==> src/rtl/uart_tx_frame_engine.sv <==
// rtl/uart_tx_frame_engine.sv - UART transmit frame engine with holding register and per-bit divider
// Optional line-break generator enabled by defining UART_TX_BREAK_EN.
module uart_tx_frame_engine #(
   parameter int MAX_DATA_BITS = 9,
   parameter int DIV_W         = 16
) (
   input  logic                     clk,
   input  logic                     rst,
   input  logic [DIV_W-1:0]         cfg_div,
   input  logic [3:0]               cfg_data_bits,
   input  logic [2:0]               cfg_parity,
   input  logic                     cfg_stop2,
   input  logic                     s_valid,
   output logic                     s_ready,
   input  logic [MAX_DATA_BITS-1:0] s_data,
`ifdef UART_TX_BREAK_EN
   input  logic                     brk_req,
   output logic                     brk_active,
`endif
   output logic                     tx,
   output logic                     busy,
   output logic                     frame_done,
   output logic                     cfg_err
);

   typedef enum logic [2:0] {
      S_IDLE, S_START, S_DATA, S_PARITY, S_STOP1, S_STOP2
`ifdef UART_TX_BREAK_EN
      , S_BREAK, S_BRK_STOP
`endif
   } state_t;

   localparam logic [3:0] MAX_BITS = 4'(MAX_DATA_BITS);

   state_t                   state;
   logic                     hold_full;
   logic [MAX_DATA_BITS-1:0] hold_data;
   logic [MAX_DATA_BITS-1:0] shift_reg;
   logic [MAX_DATA_BITS-1:0] data_mask;
   logic [3:0]               bit_cnt;
   logic [DIV_W-1:0]         div_cnt;
   // per-frame snapshot of the CSR configuration
   logic [DIV_W-1:0]         f_div;
   logic [3:0]               f_bits;
   logic                     f_par_en;
   logic                     f_par_bit;
   logic                     f_stop2;

   logic bit_end, accept, cfg_ok, last_stop, frame_end, launch, brk_take, new_par;

`ifdef UART_TX_BREAK_EN
   logic [4:0] brk_cnt;
   logic       brk_end;
   assign brk_take  = brk_req && (state == S_IDLE);
   assign brk_end   = bit_end && (state == S_BRK_STOP);
   assign frame_end = last_stop || brk_end;
`else
   assign brk_take  = 1'b0;
   assign frame_end = last_stop;
`endif

   always_comb begin
      data_mask = '0;
      for (int i = 0; i < MAX_DATA_BITS; i++)
         data_mask[i] = (i < int'(cfg_data_bits));
      new_par = 1'b0;
      case (cfg_parity)
         3'd1:    new_par = ^(hold_data & data_mask);
         3'd2:    new_par = ~^(hold_data & data_mask);
         3'd3:    new_par = 1'b1;
         default: new_par = 1'b0;
      endcase
   end

   assign bit_end   = (div_cnt == '0);
   assign accept    = s_valid && !hold_full;
   assign cfg_ok    = (cfg_data_bits >= 4'd5) && (cfg_data_bits <= MAX_BITS) && (cfg_parity <= 3'd4);
   assign last_stop = bit_end && (((state == S_STOP1) && !f_stop2) || (state == S_STOP2));
   // a held word starts either from idle or straight after the last stop bit, with no gap
   assign launch    = hold_full && (((state == S_IDLE) && !brk_take) || frame_end);
   assign s_ready   = !hold_full;
   assign busy      = (state != S_IDLE) || hold_full;

   always_ff @(posedge clk) begin
      if (rst) begin
         state      <= S_IDLE;
         hold_full  <= 1'b0;
         hold_data  <= '0;
         shift_reg  <= '0;
         bit_cnt    <= '0;
         div_cnt    <= '0;
         f_div      <= '0;
         f_bits     <= '0;
         f_par_en   <= 1'b0;
         f_par_bit  <= 1'b0;
         f_stop2    <= 1'b0;
         tx         <= 1'b1;
         frame_done <= 1'b0;
         cfg_err    <= 1'b0;
`ifdef UART_TX_BREAK_EN
         brk_cnt    <= '0;
         brk_active <= 1'b0;
`endif
      end else begin
         frame_done <= last_stop;
         if (accept) begin
            hold_full <= 1'b1;
            hold_data <= s_data;
         end
         if (state != S_IDLE)
            div_cnt <= bit_end ? f_div : div_cnt - DIV_W'(1);

         case (state)
            S_IDLE: begin
`ifdef UART_TX_BREAK_EN
               if (brk_req) begin
                  state      <= S_BREAK;
                  tx         <= 1'b0;
                  brk_active <= 1'b1;
                  f_div      <= cfg_div;
                  div_cnt    <= cfg_div;
                  brk_cnt    <= 5'(cfg_data_bits) + 5'(cfg_parity != 3'd0) + 5'(cfg_stop2) + 5'd2;
               end
`endif
            end
            S_START: if (bit_end) begin
               state     <= S_DATA;
               tx        <= shift_reg[0];
               shift_reg <= shift_reg >> 1;
               bit_cnt   <= '0;
            end
            S_DATA: if (bit_end) begin
               if (bit_cnt == f_bits - 4'd1) begin
                  if (f_par_en) begin
                     state <= S_PARITY;
                     tx    <= f_par_bit;
                  end else begin
                     state <= S_STOP1;
                     tx    <= 1'b1;
                  end
               end else begin
                  bit_cnt   <= bit_cnt + 4'd1;
                  tx        <= shift_reg[0];
                  shift_reg <= shift_reg >> 1;
               end
            end
            S_PARITY: if (bit_end) begin
               state <= S_STOP1;
               tx    <= 1'b1;
            end
            S_STOP1: if (bit_end) state <= f_stop2 ? S_STOP2 : S_IDLE;
            S_STOP2: if (bit_end) state <= S_IDLE;
`ifdef UART_TX_BREAK_EN
            S_BREAK: if (bit_end) begin
               if (brk_cnt == 5'd1) begin
                  state <= S_BRK_STOP;
                  tx    <= 1'b1;
               end else begin
                  brk_cnt <= brk_cnt - 5'd1;
               end
            end
            S_BRK_STOP: if (bit_end) begin
               state      <= S_IDLE;
               brk_active <= 1'b0;
            end
`endif
            default: state <= S_IDLE;
         endcase

         // illegal config drops the word; the line stays idle-high
         if (launch) begin
            hold_full <= 1'b0;
            if (cfg_ok) begin
               state     <= S_START;
               tx        <= 1'b0;
               shift_reg <= hold_data;
               div_cnt   <= cfg_div;
               f_div     <= cfg_div;
               f_bits    <= cfg_data_bits;
               f_par_en  <= (cfg_parity != 3'd0);
               f_par_bit <= new_par;
               f_stop2   <= cfg_stop2;
            end else begin
               cfg_err <= 1'b1;
            end
         end
      end
   end

endmodule

==> config.mk <==
export PLATFORM = sky130hd
export DESIGN_NAME = uart_tx_frame_engine
export DESIGN_NICKNAME = d
export VERILOG_FILES = /design/src/rtl/uart_tx_frame_engine.sv
export SDC_FILE = /design/constraint.sdc
export NUM_CORES = 1
export LEC_CHECK = 0
export BUFFER_PORTS_ARGS = -buffer_cell sky130_fd_sc_hd__buf_2
export CAP_MARGIN = 20
export CORE_MARGIN = 2
export CORE_UTILIZATION = 46
export CTS_CLUSTER_DIAMETER = 100
export DETAILED_ROUTE_END_ITERATION = 8
export PLACE_DENSITY_LB_ADDON = 0.12
export SLEW_MARGIN = 25
export SYNTH_ARGS = -nofsm -noshare
export SYNTH_HDL_FRONTEND = slang
export SYNTH_SLANG_ARGS = --single-unit
==> constraint.sdc <==
create_clock -name clk -period 4.6 [get_ports clk]
set_input_delay 1.15 -clock clk [delete_from_list [all_inputs] [get_ports clk]]
set_output_delay 1.15 -clock clk [all_outputs]
set_load 0.02 [all_outputs]
Yosys cells after proc, flatten, opt, wreduce, memory -nomap -nowiden --
Cells that the tools add are included. W data, S select, Z words.
Storage, ports and cells: flip-flop bits (word level) 68, latch bits 0, bits in writable memories 0, bits in read-only memories 0, output and inout port bits 5, memories kept 0
Cells by class: add/sub/neg operators 3, multiply operators 0, divide/modulo/power cells 0, order comparisons 12, equality and inequality tests 12, shifts and indexed selects 0, mux-type cells 34, bitwise logic cells 2, reductions and logical operators 22
Operators by type and width (count):
- $mux W16 | 4
- $mux W9 | 5
- $mux W3 | 10
- $pmux W3 S6 | 1
- $pmux W9 S2 | 1
- $logic_not A16 Y1 | 1
- $lt A3 B4 Y1 const A | 4
- $sub A16 B1 Y16 const B | 1
- $eq A3 B2 Y1 const B | 4
- $mux W4 | 3
- $and A9 B9 Y9 | 1
- $reduce_xnor A9 Y1 | 1
- $reduce_xor A9 Y1 | 1
- $lt A1 B4 Y1 const A | 2
- $lt A2 B4 Y1 const A | 2
- $pmux W4 S2 | 1
- $mux W1 | 7
- $eq A3 B1 Y1 const B | 2
- $eq A3 B3 Y1 const B | 2
- $logic_and A1 B1 Y1 | 6
- $ne A2 B2 Y1 const B | 3
- $pmux W1 S3 | 2
- $reduce_bool A3 Y1 | 2
- $add A4 B1 Y4 const B | 1
- 14 further kinds | 18

Logic depth before layout (Yosys ltp) --
Gate-level depths: netlist (run 1).
depth after elaboration 7, mapped depth 11, mapped depth without buffers 10

Worst setup path before layout (run 1) --
Ideal clock, no wire load.
kind input to register, start point input port cfg_data_bits[1], end point register f_par_bit, library setup time 128 ps, arrival 2954 ps, setup slack 1519 ps, stages 9, cell sequence clkbuf_1 or4b_2 nand3_1 o21ai_0 xnor2_1 a22oi_1 xnor2_1 mux2i_1 o41ai_2
On the way: longest elaborated chain between the ends 4
Ends and longest elaborated chain:
- start: declaration | line 10 | input logic [3:0] cfg_data_bits,
- $lt A1 B4 Y1, or another cell as far along | line 65 | data_mask[i] = (i < int'(cfg_data_bits));
- $and A9 B9 Y9 / $logic_and A1 B1 Y1 (equally long branches) | line 68, 69, 77
- $reduce_xnor A9 Y1, or another cell as far along | line 69 | 3'd2: new_par = ~^(hold_data & data_mask);
- $pmux W1 S3 / $reduce_and A2 Y1 (equally long branches)
- end signal: assignment | line 181 | f_par_bit <= new_par;
- end: declaration | line 46 | logic f_par_bit;
Parallel ways exist; a longest one is shown, timed or not. A chain may end at the register's enable or synchronous reset.

Worst setup path after layout (run 1) --
start point register div_cnt[4], end point register f_par_bit
On the way: longest elaborated chain between the ends 5
Ends and longest elaborated chain:
- start: declaration | line 41 | logic [DIV_W-1:0] div_cnt;
- start signal: assignment | line 111 | div_cnt <= bit_end ? f_div : div_cnt - DIV_W'(1);
- start signal: assignment | line 177 | div_cnt <= cfg_div;
- $logic_not A16 Y1 | line 75 | assign bit_end = (div_cnt == '0);
- $logic_and A1 B1 Y1 | line 78 | assign last_stop = bit_end && (((state == S_STOP1) && !f_stop2) || (state == S_STOP2));
- $logic_or A1 B1 Y1 | line 80 | assign launch = hold_full && (((state == S_IDLE) && !brk_take) || frame_end);
- $logic_and A1 B1 Y1 | line 80
- $reduce_and A2 Y1 (no source line)
No other way between the ends.

==> run summary, run 1 <==
======================================================================================================
Final period demand of the worst path                                                          3.16 ns
Portion of the post-synthesis area used by sequential elements                                   39.3%
Post-synth EDFFs                                                                                     0
Total clock buffers created by CTS                                                                   9
Most used flip-flop cell after synthesis                                                  sky130_fd_sc_hd__dfxtp_1
Reg-to-reg critical path startpoint                                                       div_cnt[4]$_SDFF_PP0_
Count of mapped cells out of synthesis                                                             443
Number of different library cells in the post-synthesis netlist                                     57
Number of nets at the end of the flow                                                              509
Type of the worst min-delay path                                                          register to register
Signal arrival time at the worst endpoint                                                      3.41 ns
Count of port buffers added during placement                                                        40
Startpoint-to-endpoint class of the critical path                                         register to register
Number of register bits inferred by synthesis                                                       68
Sinks on the clock net                                                                              68
Most frequent cell after synthesis                                                        sky130_fd_sc_hd__nand2_1
Floorplan core area                                                                           7290 um2
Cell Area, Placed                                                                             3670 um2
Final instance area                                                                           3860 um2
Cell accounting for the most synthesized area                                             sky130_fd_sc_hd__dfxtp_1
Syn. warnings                                                                                        0
Wire length reported by the detailed router                                                    8000 um
TNS Setup                                                                                         0 ns
Pre-antenna DRT Iters                                                                                4
Top cells by area in the synthesized netlist                                              sky130_fd_sc_hd__dfxtp_1 (39%), sky130_fd_sc_hd__nand2_1 (9.6%), sky130_fd_sc_hd__a21oi_1 (9.0%), sky130_fd_sc_hd__nor2_1 (3.6%), sky130_fd_sc_hd__o21ai_0 (3.3%)
Synth-to-Final Area Change                                                                       11.5%
Leakage power of the design                                                                    1.39 nW
Worst-case register-to-register setup slack                                                    1.44 ns
Worst-skew pair later-pin latency                                                              0.34 ns
Combinational share of power                                                                     47.9%
Resize count post-CTS                                                                                0
Number of buffers added to fix hold violations after cts                                             0
Capture instance of the worst register-to-register path                                   f_par_bit$_SDFFE_PP0P_
Clock transition at the register clock pins on the worst setup and hold paths after CTS        0.07 ns
Mean area per synthesized cell                                                                7.82 um2
Critical path startpoint category                                                             register
Number of DRC violations after detailed-routing iteration 0                                        101
Initial antenna violation count                                                                      0
Power density cells                                                                         615 nW/um2
Global-route wire length before repair                                                        13400 um
Final global-route overflow total                                                                    0
DR vias                                                                                           3111
Peak supply drop                                                                            0.000309 V
Maximum achievable frequency                                                                 0.316 GHz
Buffers from clock root to sink, at most                                                             2
Worst hold slack across all endpoints                                                         0.452 ns
Post-CTS repair timing setup buffer count                                                            0
Ranking of synthesized cells by instance count                                            sky130_fd_sc_hd__nand2_1 (89), sky130_fd_sc_hd__dfxtp_1 (68), sky130_fd_sc_hd__a21oi_1 (62)
Slew of the pin with the lowest slew margin                                                   0.860 ns
Starting utilization of the core area                                                            47.5%
Via count of the first global-routing pass                                                        2871
Type of element capturing the critical path                                                   register
Switching part of the total                                                                      43.0%
Number of cell rows                                                                                 31
Max-slew violation count                                                                             0
Aggregate global-route resource usage                                                            20.1%
TritonCTS clock tree                                                                              done
Hold depth                                                                                           2
Switching power total                                                                        0.00102 W
Die Ht                                                                                         90.8 um
Worst Reg-to-Reg Cells                                                                               7
Die X                                                                                          90.8 um
Mean routed wirelength per cell                                                                13.9 um
Area share of the leading cell type in the synthesized netlist                                   39.3%
Registers with the most flip-flops                                                        div_cnt x16, f_div x16
Pin count of the biggest net entering global routing                                                45
Half-perimeter wire length after placement                                                     5500 um
Overall die area                                                                              8240 um2
RSZ-0062 raised after global routing                                                             false
CTS Root Buffer Type                                                                      sky130_fd_sc_hd__clkbuf_8
DR DRC count                                                                                         0
Final setup violation count                                                                          0
Top Ports                                                                                           41
End point of the worst hold path                                                          f_div[1]$_SDFFE_PP0P_
Post-DRT Antenna Nets                                                                                0
Fin Clk Skew                                                                                0.00440 ns
RD Place Congestion                                                                              0.795
Critical Path RT                                                                               4.85 ns
Max-cap check violation count                                                                        0
Status                                                                                    finished, final reports clean
Fill cell instance count of the final layout                                                       749
Via count normalized by instance count                                                            5.42
Net Count, Synth                                                                                   482
Fraction of layout cells with a size suffix above 1                                              18.5%
Hold wc startpoint                                                                        f_div[1]$_SDFFE_PP0P_
H-tree depth                                                                                         3
Sequential fraction of design power                                                              32.8%
Final-report hold violation count                                                                    0
Worst slew slack as a fraction of its limit                                                      42.7%
Post-synthesis cell area                                                                      3470 um2
Clock share of power                                                                             19.3%
Total inserted antenna cells                                                                         0
Internal Power                                                                               0.00136 W
Crit-path max FO                                                                                    26
Post-route clock period utilization                                                              68.7%
Fraction of synthesis flops using an asynchronous set or reset pin                                  0%
======================================================================================================
## per-stage QoR
stage	worst slack [ns]	util (%)	total power (W)	std cells
floorplan	1.52	-	0.00171	443
global placement	1.41	50.3	0.00191	558
detailed placement	1.37	50.3	0.00191	558
CTS	1.44	52.9	0.00238	574
global route	1.18	53.0	0.00258	574
finish	1.44	53.0	0.00238	574
## power groups by stage
stage                     Combinational [W]  Sequential, W  Clock [W]
after floorplan                    0.000943       0.000764          0
after global placement              0.00112       0.000790          0
after detailed placement            0.00112       0.000791          0
after CTS                           0.00113       0.000780   0.000471
after global routing                0.00129       0.000793   0.000493
final                               0.00114       0.000781   0.000458
## per-layer routing
metal | up-vias | global-route usage [%] | wire, um
li1 | 1606 | - | -
met1 | 1436 | 24.9 | 3580
met2 | 58 | 34.2 | 3960
met3 | 11 | 4.26 | 371
met4 | 0 | 7.45 | 93
met5 | - | 0 | 0
## placed cells by master, fill, tap and decap left out, types with 5 or more instances in the layout
master | synthesis | routed
sky130_fd_sc_hd__dfxtp_1 | 68 | 68
sky130_fd_sc_hd__xnor2_1 | 12 | 12
sky130_fd_sc_hd__nand2_2 | 10 | 10
sky130_fd_sc_hd__buf_4 | 1 | 5
sky130_fd_sc_hd__nand3_1 | 9 | 9
sky130_fd_sc_hd__nor4_1 | 6 | 5
sky130_fd_sc_hd__nand2_1 | 89 | 89
sky130_fd_sc_hd__clkbuf_8 | 0 | 12
sky130_fd_sc_hd__inv_1 | 11 | 11
sky130_fd_sc_hd__buf_2 | 3 | 40
sky130_fd_sc_hd__o21ai_0 | 23 | 23
sky130_fd_sc_hd__a21oi_1 | 62 | 62
sky130_fd_sc_hd__nor3_1 | 8 | 7
sky130_fd_sc_hd__nor2_1 | 33 | 33
## worst max-delay path by stage
stage,from,end,slack [ns]
2_1_floorplan,cfg_data_bits[1],f_par_bit$_SDFFE_PP0P_,1.52
3_3_place_gp,cfg_data_bits[0],f_par_bit$_SDFFE_PP0P_,1.41
3_5_place_dp,cfg_data_bits[0],f_par_bit$_SDFFE_PP0P_,1.37
4_1_cts,div_cnt[4]$_SDFF_PP0_,f_par_bit$_SDFFE_PP0P_,1.44
5_1_grt,div_cnt[4]$_SDFF_PP0_,f_par_bit$_SDFFE_PP0P_,1.18
6_report,div_cnt[4]$_SDFF_PP0_,f_par_bit$_SDFFE_PP0P_,1.44
## kinds of logic (layout without fill, tap and decap cells)
group           after synthesis  in the layout  synth area share, %
compound gates              128            128                 23.7
buf+inv                      40             72                 5.88
xor+xnor                     14             14                 3.54
simple gates                188            188                 25.9
flops                        68             68                 39.3
mux                           2              2                0.578
fa+ha+maj                     3              3                 1.08
## final cells by class
type	count	area, um2	area share [%]
Multi-Input combinational cell	335	1910	49.5
Inverter	11	41.3	1.07
Clock buffer	12	165	4.27
Sequential cell	68	1360	35.2
Clock inverter	4	22.5	0.583
Timing Repair Buffer	45	238	6.15
Tap cell	99	124	3.21
## critical path: stages, from the launching register on
cell	delay, ns
sky130_fd_sc_hd__dfxtp_1	0.38
sky130_fd_sc_hd__nor3_2	0.25
sky130_fd_sc_hd__nand3_1	0.26
sky130_fd_sc_hd__or4_4	0.69
sky130_fd_sc_hd__o31ai_4	0.28
sky130_fd_sc_hd__nand3_2	0.49
sky130_fd_sc_hd__buf_4	0.42
sky130_fd_sc_hd__o41ai_2	0.28
Power figures use the tool's default switching activity.
==> inputs of run 2 (changes only) <==
==> constraint.sdc (replaced) <==
create_clock -name clk -period 3.1 [get_ports clk]
set_input_delay 0.775 -clock clk [delete_from_list [all_inputs] [get_ports clk]]
set_output_delay 0.775 -clock clk [all_outputs]
set_load 0.02 [all_outputs]
==> run summary, run 2 (synthesis results as in run 1) <==
======================================================================================================
RD Place Congestion                                                                              0.848   was 0.795
Status                                                                                    finished, final reports clean   unchanged
Cell Area, Placed                                                                             3750 um2   was 3670 um2
Final standard cell utilization of the core                                                      53.6%   was 53.0%
Combinational share of power                                                                     50.1%   was 47.9%
Critical path cell sequence                                                               nor3_2 -> nand3_1 -> or4_4 -> nor2_1 -> nand2b_1 -> nor2_1 -> nand3b_1 -> a21oi_1   was nor3_2 -> nand3_1 -> or4_4 -> o31ai_4 -> nand3_2 -> buf_4 -> o41ai_2
Type of the worst min-delay path                                                          register to register   unchanged
Critical Path Most Common Cell                                                            sky130_fd_sc_hd__nor2_1
Final-report hold violation count                                                                    0   unchanged
Worst-skew pair later-pin latency                                                              0.35 ns   was 0.34 ns
TritonCTS clock tree                                                                              done   unchanged
Capture instance of the worst register-to-register path                                   bit_cnt[2]$_SDFFE_PP0P_   was f_par_bit$_SDFFE_PP0P_
Worst hold slack across all endpoints                                                         0.458 ns   was 0.452 ns
Mean routed wirelength per cell                                                                13.6 um   was 13.9 um
Signal arrival time at the worst endpoint                                                      3.02 ns   was 3.41 ns
Number of nets at the end of the flow                                                              517   was 509
Crit-path max FO                                                                                    14   was 26
Fin Clk Skew                                                                                 0.0120 ns   was 0.00440 ns
CTS Root Buffer Type                                                                      sky130_fd_sc_hd__clkbuf_8   unchanged
Clock share of power                                                                             17.1%   was 19.3%
Pin count of the biggest net entering global routing                                                33   was 45
Peak supply drop                                                                            0.000306 V   was 0.000309 V
H-tree depth                                                                                         3   unchanged
Via count of the first global-routing pass                                                        2927   was 2871
Worst Reg-to-Reg Cells                                                                               8   was 7
Half-perimeter wire length after placement                                                     5580 um   was 5500 um
Sinks on the clock net                                                                              68   unchanged
Final instance area                                                                           3910 um2   was 3860 um2
Leakage power of the design                                                                    1.42 nW   was 1.39 nW
Number of buffers added to fix hold violations after cts                                             0   unchanged
Power density cells                                                                         902 nW/um2   was 615 nW/um2
Total inserted antenna cells                                                                         0   unchanged
Switching power total                                                                        0.00152 W   was 0.00102 W
Pre-antenna DRT Iters                                                                                4   unchanged
Buffers from clock root to sink, at most                                                             2   unchanged
Post-CTS repair timing setup buffer count                                                            0   unchanged
Final period demand of the worst path                                                          2.74 ns   was 3.16 ns
RSZ-0062 raised after global routing                                                             false   unchanged
Starting utilization of the core area                                                            47.5%   unchanged
Post-route clock period utilization                                                              88.3%   was 68.7%
End point of the worst hold path                                                          f_div[6]$_SDFFE_PP0P_   was f_div[1]$_SDFFE_PP0P_
Synth-to-Final Area Change                                                                       12.7%   was 11.5%
Grt met3 use                                                                                     3.26%   was 4.26%
Internal Power                                                                               0.00200 W   was 0.00136 W
Die Ht                                                                                         90.8 um   unchanged
Aggregate global-route resource usage                                                            20.6%   was 20.1%
Largest stage delay, worst path                                                                0.61 ns   was 0.69 ns
Final setup violation count                                                                          0   unchanged
Clock transition at the register clock pins on the worst setup and hold paths after CTS        0.07 ns   about the same
Place WS                                                                                      0.258 ns   was 1.37 ns
Worst-case register-to-register setup slack                                                    0.36 ns   was 1.44 ns
Max-slew violation count                                                                             0   unchanged
Maximum achievable frequency                                                                 0.365 GHz   was 0.316 GHz
Fraction of layout cells with a size suffix above 1                                              18.9%   was 18.5%
Hold wc startpoint                                                                        f_div[6]$_SDFFE_PP0P_   was f_div[1]$_SDFFE_PP0P_
Most frequent cells in the layout                                                         sky130_fd_sc_hd__nand2_1 (89), sky130_fd_sc_hd__dfxtp_1 (68), sky130_fd_sc_hd__a21oi_1 (62), sky130_fd_sc_hd__buf_2 (40), sky130_fd_sc_hd__nor2_1 (33)   unchanged
Global-route wire length before repair                                                        13800 um   was 13400 um
Number of DRC violations after detailed-routing iteration 0                                        137   was 101
Least setup slack across all paths after layout                                               0.364 ns   was 1.44 ns
Worst slew slack as a fraction of its limit                                                      56.7%   was 42.7%
Slew of the pin with the lowest slew margin                                                   0.648 ns   was 0.860 ns
Startpoint-to-endpoint class of the critical path                                         register to register   unchanged
Resize count post-CTS                                                                                0   unchanged
DR DRC count                                                                                         0   unchanged
DR vias                                                                                           3147   was 3111
TNS Setup                                                                                         0 ns   unchanged
Top Ports                                                                                           41   unchanged
Wire length reported by the detailed router                                                    7890 um   was 8000 um
Via count normalized by instance count                                                            5.42   about the same
Count of port buffers added during placement                                                        40   unchanged
Type of element capturing the critical path                                                   register   unchanged
Switching part of the total                                                                      43.2%   was 43.0%
Most used routing layer                                                                           met2   unchanged
Number of cell rows                                                                                 31   unchanged
Final global-route overflow total                                                                    0   unchanged
Reg-to-reg critical path startpoint                                                       div_cnt[4]$_SDFF_PP0_   unchanged
Critical path startpoint category                                                             register   unchanged
Max-cap check violation count                                                                        0   unchanged
Registers with the most flip-flops                                                        div_cnt x16, f_div x16   unchanged
Sequential fraction of design power                                                              32.8%   about the same
Library cell contributing the largest single delay on the critical path                   sky130_fd_sc_hd__or4_4   unchanged
Critical Path RT                                                                               3.38 ns   was 4.85 ns
Initial antenna violation count                                                                      0   unchanged
Global routing usage on met2                                                                     34.5%   was 34.2%
Most common cell after layout, fill and taps aside                                        sky130_fd_sc_hd__nand2_1   unchanged
Overall die area                                                                              8240 um2   unchanged
Total clock buffers created by CTS                                                                   9   unchanged
Die X                                                                                          90.8 um   unchanged
Crit path launch                                                                          div_cnt[4]$_SDFF_PP0_   unchanged
Hold depth                                                                                           2   unchanged
Post-DRT Antenna Nets                                                                                0   unchanged
Floorplan core area                                                                           7290 um2   unchanged
Met1 usage in global routing                                                                     25.5%   was 24.9%
======================================================================================================
[run 2: cell types whose count changed in the layout (fill, tap and decap cells not counted)]
cell | previous run | this run
sky130_fd_sc_hd__buf_12 | 0 | 2
sky130_fd_sc_hd__buf_4 | 5 | 11
sky130_fd_sc_hd__clkbuf_1 | 0 | 3
sky130_fd_sc_hd__clkbuf_8 | 12 | 9
sky130_fd_sc_hd__clkinvlp_4 | 1 | 0
sky130_fd_sc_hd__nor4_1 | 5 | 6
sky130_fd_sc_hd__nor4_2 | 1 | 0
[run 2: power by group through the flow]
stage               clock, W  combinational, W  sequential, W
CTS                 0.000622           0.00176        0.00115
global placement           0           0.00174        0.00117
global route        0.000658           0.00200        0.00118
floorplan                  0           0.00140        0.00113
finish              0.000603           0.00176        0.00116
detailed placement         0           0.00176        0.00117
[run 2: routing by layer]
layer	vias up	share of wire, %
li1	1626	-
met1	1476	47
met2	33	49
met3	12	2.1
met4	0	2.1
met5	-	0
[run 2: worst max path at each step]
| stage | endpoint | slack (ns) | cells after the start |
|---|---|---|---|
| after global placement | f_par_bit$_SDFFE_PP0P_ | 0.31 | 9 |
| after CTS | div_cnt[2]$_SDFF_PP0_ | 0.36 | 8 |
| after detailed placement | f_par_bit$_SDFFE_PP0P_ | 0.26 | 9 |
| after global routing | bit_cnt[2]$_SDFFE_PP0P_ | 0.04 | 9 |
| final | bit_cnt[2]$_SDFFE_PP0P_ | 0.36 | 8 |
| after floorplan | f_par_bit$_SDFFE_PP0P_ | 0.39 | 9 |
[run 2: area by class of cell]
class                           instances  area (um2)
Clock buffer                           12         135
Clock inverter                          3        15.0
Fill cell                             769        3390
Inverter                               11        41.3
Multi-Input combinational cell        335        1910
Sequential cell                        68        1360
Tap cell                               99         124
Timing Repair Buffer                   53         323
[run 2: critical path, delay by kind of cell (launching register included)]
kind	cells	cell delay (ns)
compound gates	1	0.14
flops	1	0.37
simple gates	7	2.15
[run 2: per-stage QoR]
| step | power [W] | instances |
|---|---|---|
| final | 0.00352 | 581 |
| after global routing | 0.00384 | 581 |
| after CTS | 0.00354 | 581 |
| after detailed placement | 0.00293 | 566 |
| after global placement | 0.00291 | 566 |
| after floorplan | 0.00253 | 443 |
==> inputs of run 3 (changes only) <==
--- a/config.mk
+++ b/config.mk
@@ -7,7 +7,7 @@
 export LEC_CHECK = 0
 export BUFFER_PORTS_ARGS = -buffer_cell sky130_fd_sc_hd__buf_2
 export CAP_MARGIN = 20
-export CORE_MARGIN = 2
+export CORE_MARGIN = 3
 export CORE_UTILIZATION = 46
 export CTS_CLUSTER_DIAMETER = 100
 export DETAILED_ROUTE_END_ITERATION = 8
==> run summary, run 3 (synthesis results as in run 1) <==
======================================================================================================
Status                                                                                    finished, final reports clean   unchanged
Pre-antenna DRT Iters                                                                                4   unchanged
Worst-skew pair later-pin latency                                                              0.34 ns   was 0.35 ns
Number of DRC violations after detailed-routing iteration 0                                        113   was 137
Global routing usage on met2                                                                     32.9%   was 34.5%
Critical path startpoint category                                                             register   unchanged
Final period demand of the worst path                                                          2.68 ns   was 2.74 ns
DR vias                                                                                           3168   was 3147
Mean routed wirelength per cell                                                                14.1 um   was 13.6 um
TNS Setup                                                                                         0 ns   unchanged
Total clock buffers created by CTS                                                                   9   unchanged
Type of element capturing the critical path                                                   register   unchanged
Number of buffers added to fix hold violations after cts                                             0   unchanged
Fraction of layout cells with a size suffix above 1                                              19.6%   was 18.9%
Hold wc startpoint                                                                        f_div[1]$_SDFFE_PP0P_   was f_div[6]$_SDFFE_PP0P_
RSZ-0062 raised after global routing                                                             false   unchanged
Worst-case register-to-register setup slack                                                    0.42 ns   was 0.36 ns
Fill cell instance count of the final layout                                                       763   was 769
Leakage power of the design                                                                    1.43 nW   was 1.42 nW
Final standard cell utilization of the core                                                      54.0%   was 53.6%
Final setup violation count                                                                          0   unchanged
Type of the worst min-delay path                                                          register to register   unchanged
Post-CTS repair timing setup buffer count                                                            0   unchanged
Number of nets at the end of the flow                                                              518   was 517
Global-route wire length before repair                                                        13800 um   about the same
Most used routing layer                                                                           met2   unchanged
Met1 usage in global routing                                                                     25.3%   was 25.5%
Crit-path max FO                                                                                    18   was 14
Most common cell after layout, fill and taps aside                                        sky130_fd_sc_hd__nand2_1   unchanged
Crit path launch                                                                          div_cnt[4]$_SDFF_PP0_   unchanged
Die X                                                                                          92.8 um   was 90.8 um
Number of cell rows                                                                                 31   unchanged
Top Ports                                                                                           41   unchanged
Via count normalized by instance count                                                            5.43   was 5.42
Wire length reported by the detailed router                                                    8210 um   was 7890 um
Pin count of the biggest net entering global routing                                                29   was 33
Slew of the pin with the lowest slew margin                                                   0.651 ns   was 0.648 ns
Registers with the most flip-flops                                                        div_cnt x16, f_div x16   unchanged
Synth-to-Final Area Change                                                                       13.6%   was 12.7%
Most frequent cells in the layout                                                         sky130_fd_sc_hd__nand2_1 (89), sky130_fd_sc_hd__dfxtp_1 (68), sky130_fd_sc_hd__a21oi_1 (62), sky130_fd_sc_hd__buf_2 (40), sky130_fd_sc_hd__nor2_1 (33)   unchanged
Startpoint-to-endpoint class of the critical path                                         register to register   unchanged
Count of port buffers added during placement                                                        40   unchanged
Reg-to-reg critical path startpoint                                                       div_cnt[4]$_SDFF_PP0_   unchanged
Worst slew slack as a fraction of its limit                                                      56.5%   was 56.7%
Maximum achievable frequency                                                                 0.374 GHz   was 0.365 GHz
Final-report hold violation count                                                                    0   unchanged
Peak supply drop                                                                            0.000319 V   was 0.000306 V
Die Ht                                                                                         92.8 um   was 90.8 um
Total inserted antenna cells                                                                         0   unchanged
Via count of the first global-routing pass                                                        2941   was 2927
Signal arrival time at the worst endpoint                                                      2.88 ns   was 3.02 ns
Post-DRT Antenna Nets                                                                                0   unchanged
Post-route clock period utilization                                                              86.3%   was 88.3%
CTS Root Buffer Type                                                                      sky130_fd_sc_hd__clkbuf_8   unchanged
Sinks on the clock net                                                                              68   unchanged
Grt met3 use                                                                                     3.17%   was 3.26%
Final global-route overflow total                                                                    0   unchanged
TritonCTS clock tree                                                                              done   unchanged
Critical Path RT                                                                               3.31 ns   was 3.38 ns
Aggregate global-route resource usage                                                            20.0%   was 20.6%
Buffers from clock root to sink, at most                                                             2   unchanged
Overall die area                                                                              8610 um2   was 8240 um2
RD Place Congestion                                                                              0.845   was 0.848
Starting utilization of the core area                                                            47.5%   unchanged
Resize count post-CTS                                                                                0   unchanged
Half-perimeter wire length after placement                                                     5850 um   was 5580 um
Clock transition at the register clock pins on the worst setup and hold paths after CTS        0.07 ns   about the same
DR DRC count                                                                                         0   unchanged
Power density cells                                                                         922 nW/um2   was 902 nW/um2
H-tree depth                                                                                         3   unchanged
Fin Clk Skew                                                                                 0.0110 ns   was 0.0120 ns
Initial antenna violation count                                                                      0   unchanged
Max-slew violation count                                                                             0   unchanged
Max-cap check violation count                                                                        0   unchanged
Floorplan core area                                                                           7290 um2   unchanged
======================================================================================================
-- run 3: cell types whose count changed in the layout (fill, tap and decap cells not counted) --
cell                         before  now
sky130_fd_sc_hd__clkbuf_1         3    1
sky130_fd_sc_hd__buf_12           2    1
sky130_fd_sc_hd__clkbuf_8         9   12
sky130_fd_sc_hd__buf_4           11   13
sky130_fd_sc_hd__clkinvlp_4       0    2
sky130_fd_sc_hd__clkinv_2         3    1
-- run 3: metal layers --
layer | vias up | share of wire, % | wire (um)
met3 | 12 | 2.7 | 220
li1 | 1634 | - | -
met1 | 1470 | 47 | 3850
met2 | 52 | 49 | 3990
met4 | 0 | 1.8 | 151
met5 | - | 0 | 0
-- run 3: final timing paths --
| check | end | cells after the start |
|---|---|---|
| max | shift_reg[6]$_SDFF_PP0_ | 8 |
| min | f_div[1]$_SDFFE_PP0P_ | 2 |
| max reg2reg | shift_reg[6]$_SDFF_PP0_ | 8 |
| min reg2reg | f_div[1]$_SDFFE_PP0P_ | 2 |
-- run 3: critical path, cell delays in order, from the launching register on --
cell and delay [ns]:
sky130_fd_sc_hd__dfxtp_1 0.38, sky130_fd_sc_hd__nor3_2 0.26, sky130_fd_sc_hd__nand3_1 0.24, sky130_fd_sc_hd__or4_4 0.57
sky130_fd_sc_hd__o31ai_4 0.26, sky130_fd_sc_hd__nand3_2 0.32, sky130_fd_sc_hd__buf_4 0.32, sky130_fd_sc_hd__nor2_1 0.14
sky130_fd_sc_hd__a311oi_2 0.06
-- run 3: power breakdown --
group | switching (W) | total, W | internal, W
clock network | 0.000334 | 0.000690 | 0.000355
logic | 0.00106 | 0.00178 | 0.000721
registers | 0.000156 | 0.00116 | 0.00100
-- run 3: final cells by class --
class                      count  area, um2  area share [%]
tap                           99        124            3.14
clock inverter                 3       20.0           0.508
sequential                    68       1360            34.6
inverter                      11       41.3            1.05
clock buffer                  13        169            4.29
multi-input combinational    335       1910            48.4
timing repair buffer          54        318            8.07
-- run 3: per-stage QoR --
stage          total power (W)  hold slack [ns]  cells  setup slack [ns]  cell area [um2]
4_1_cts                0.00364            0.457    583             0.404             3940
3_3_place_gp           0.00291            0.443    567             0.289             3750
5_1_grt                0.00394            0.473    583             0.207             3940
3_5_place_dp           0.00293            0.447    567             0.257             3750
2_1_floorplan          0.00253            0.432    443             0.394             3470
6_report               0.00363            0.457    583             0.424             3940
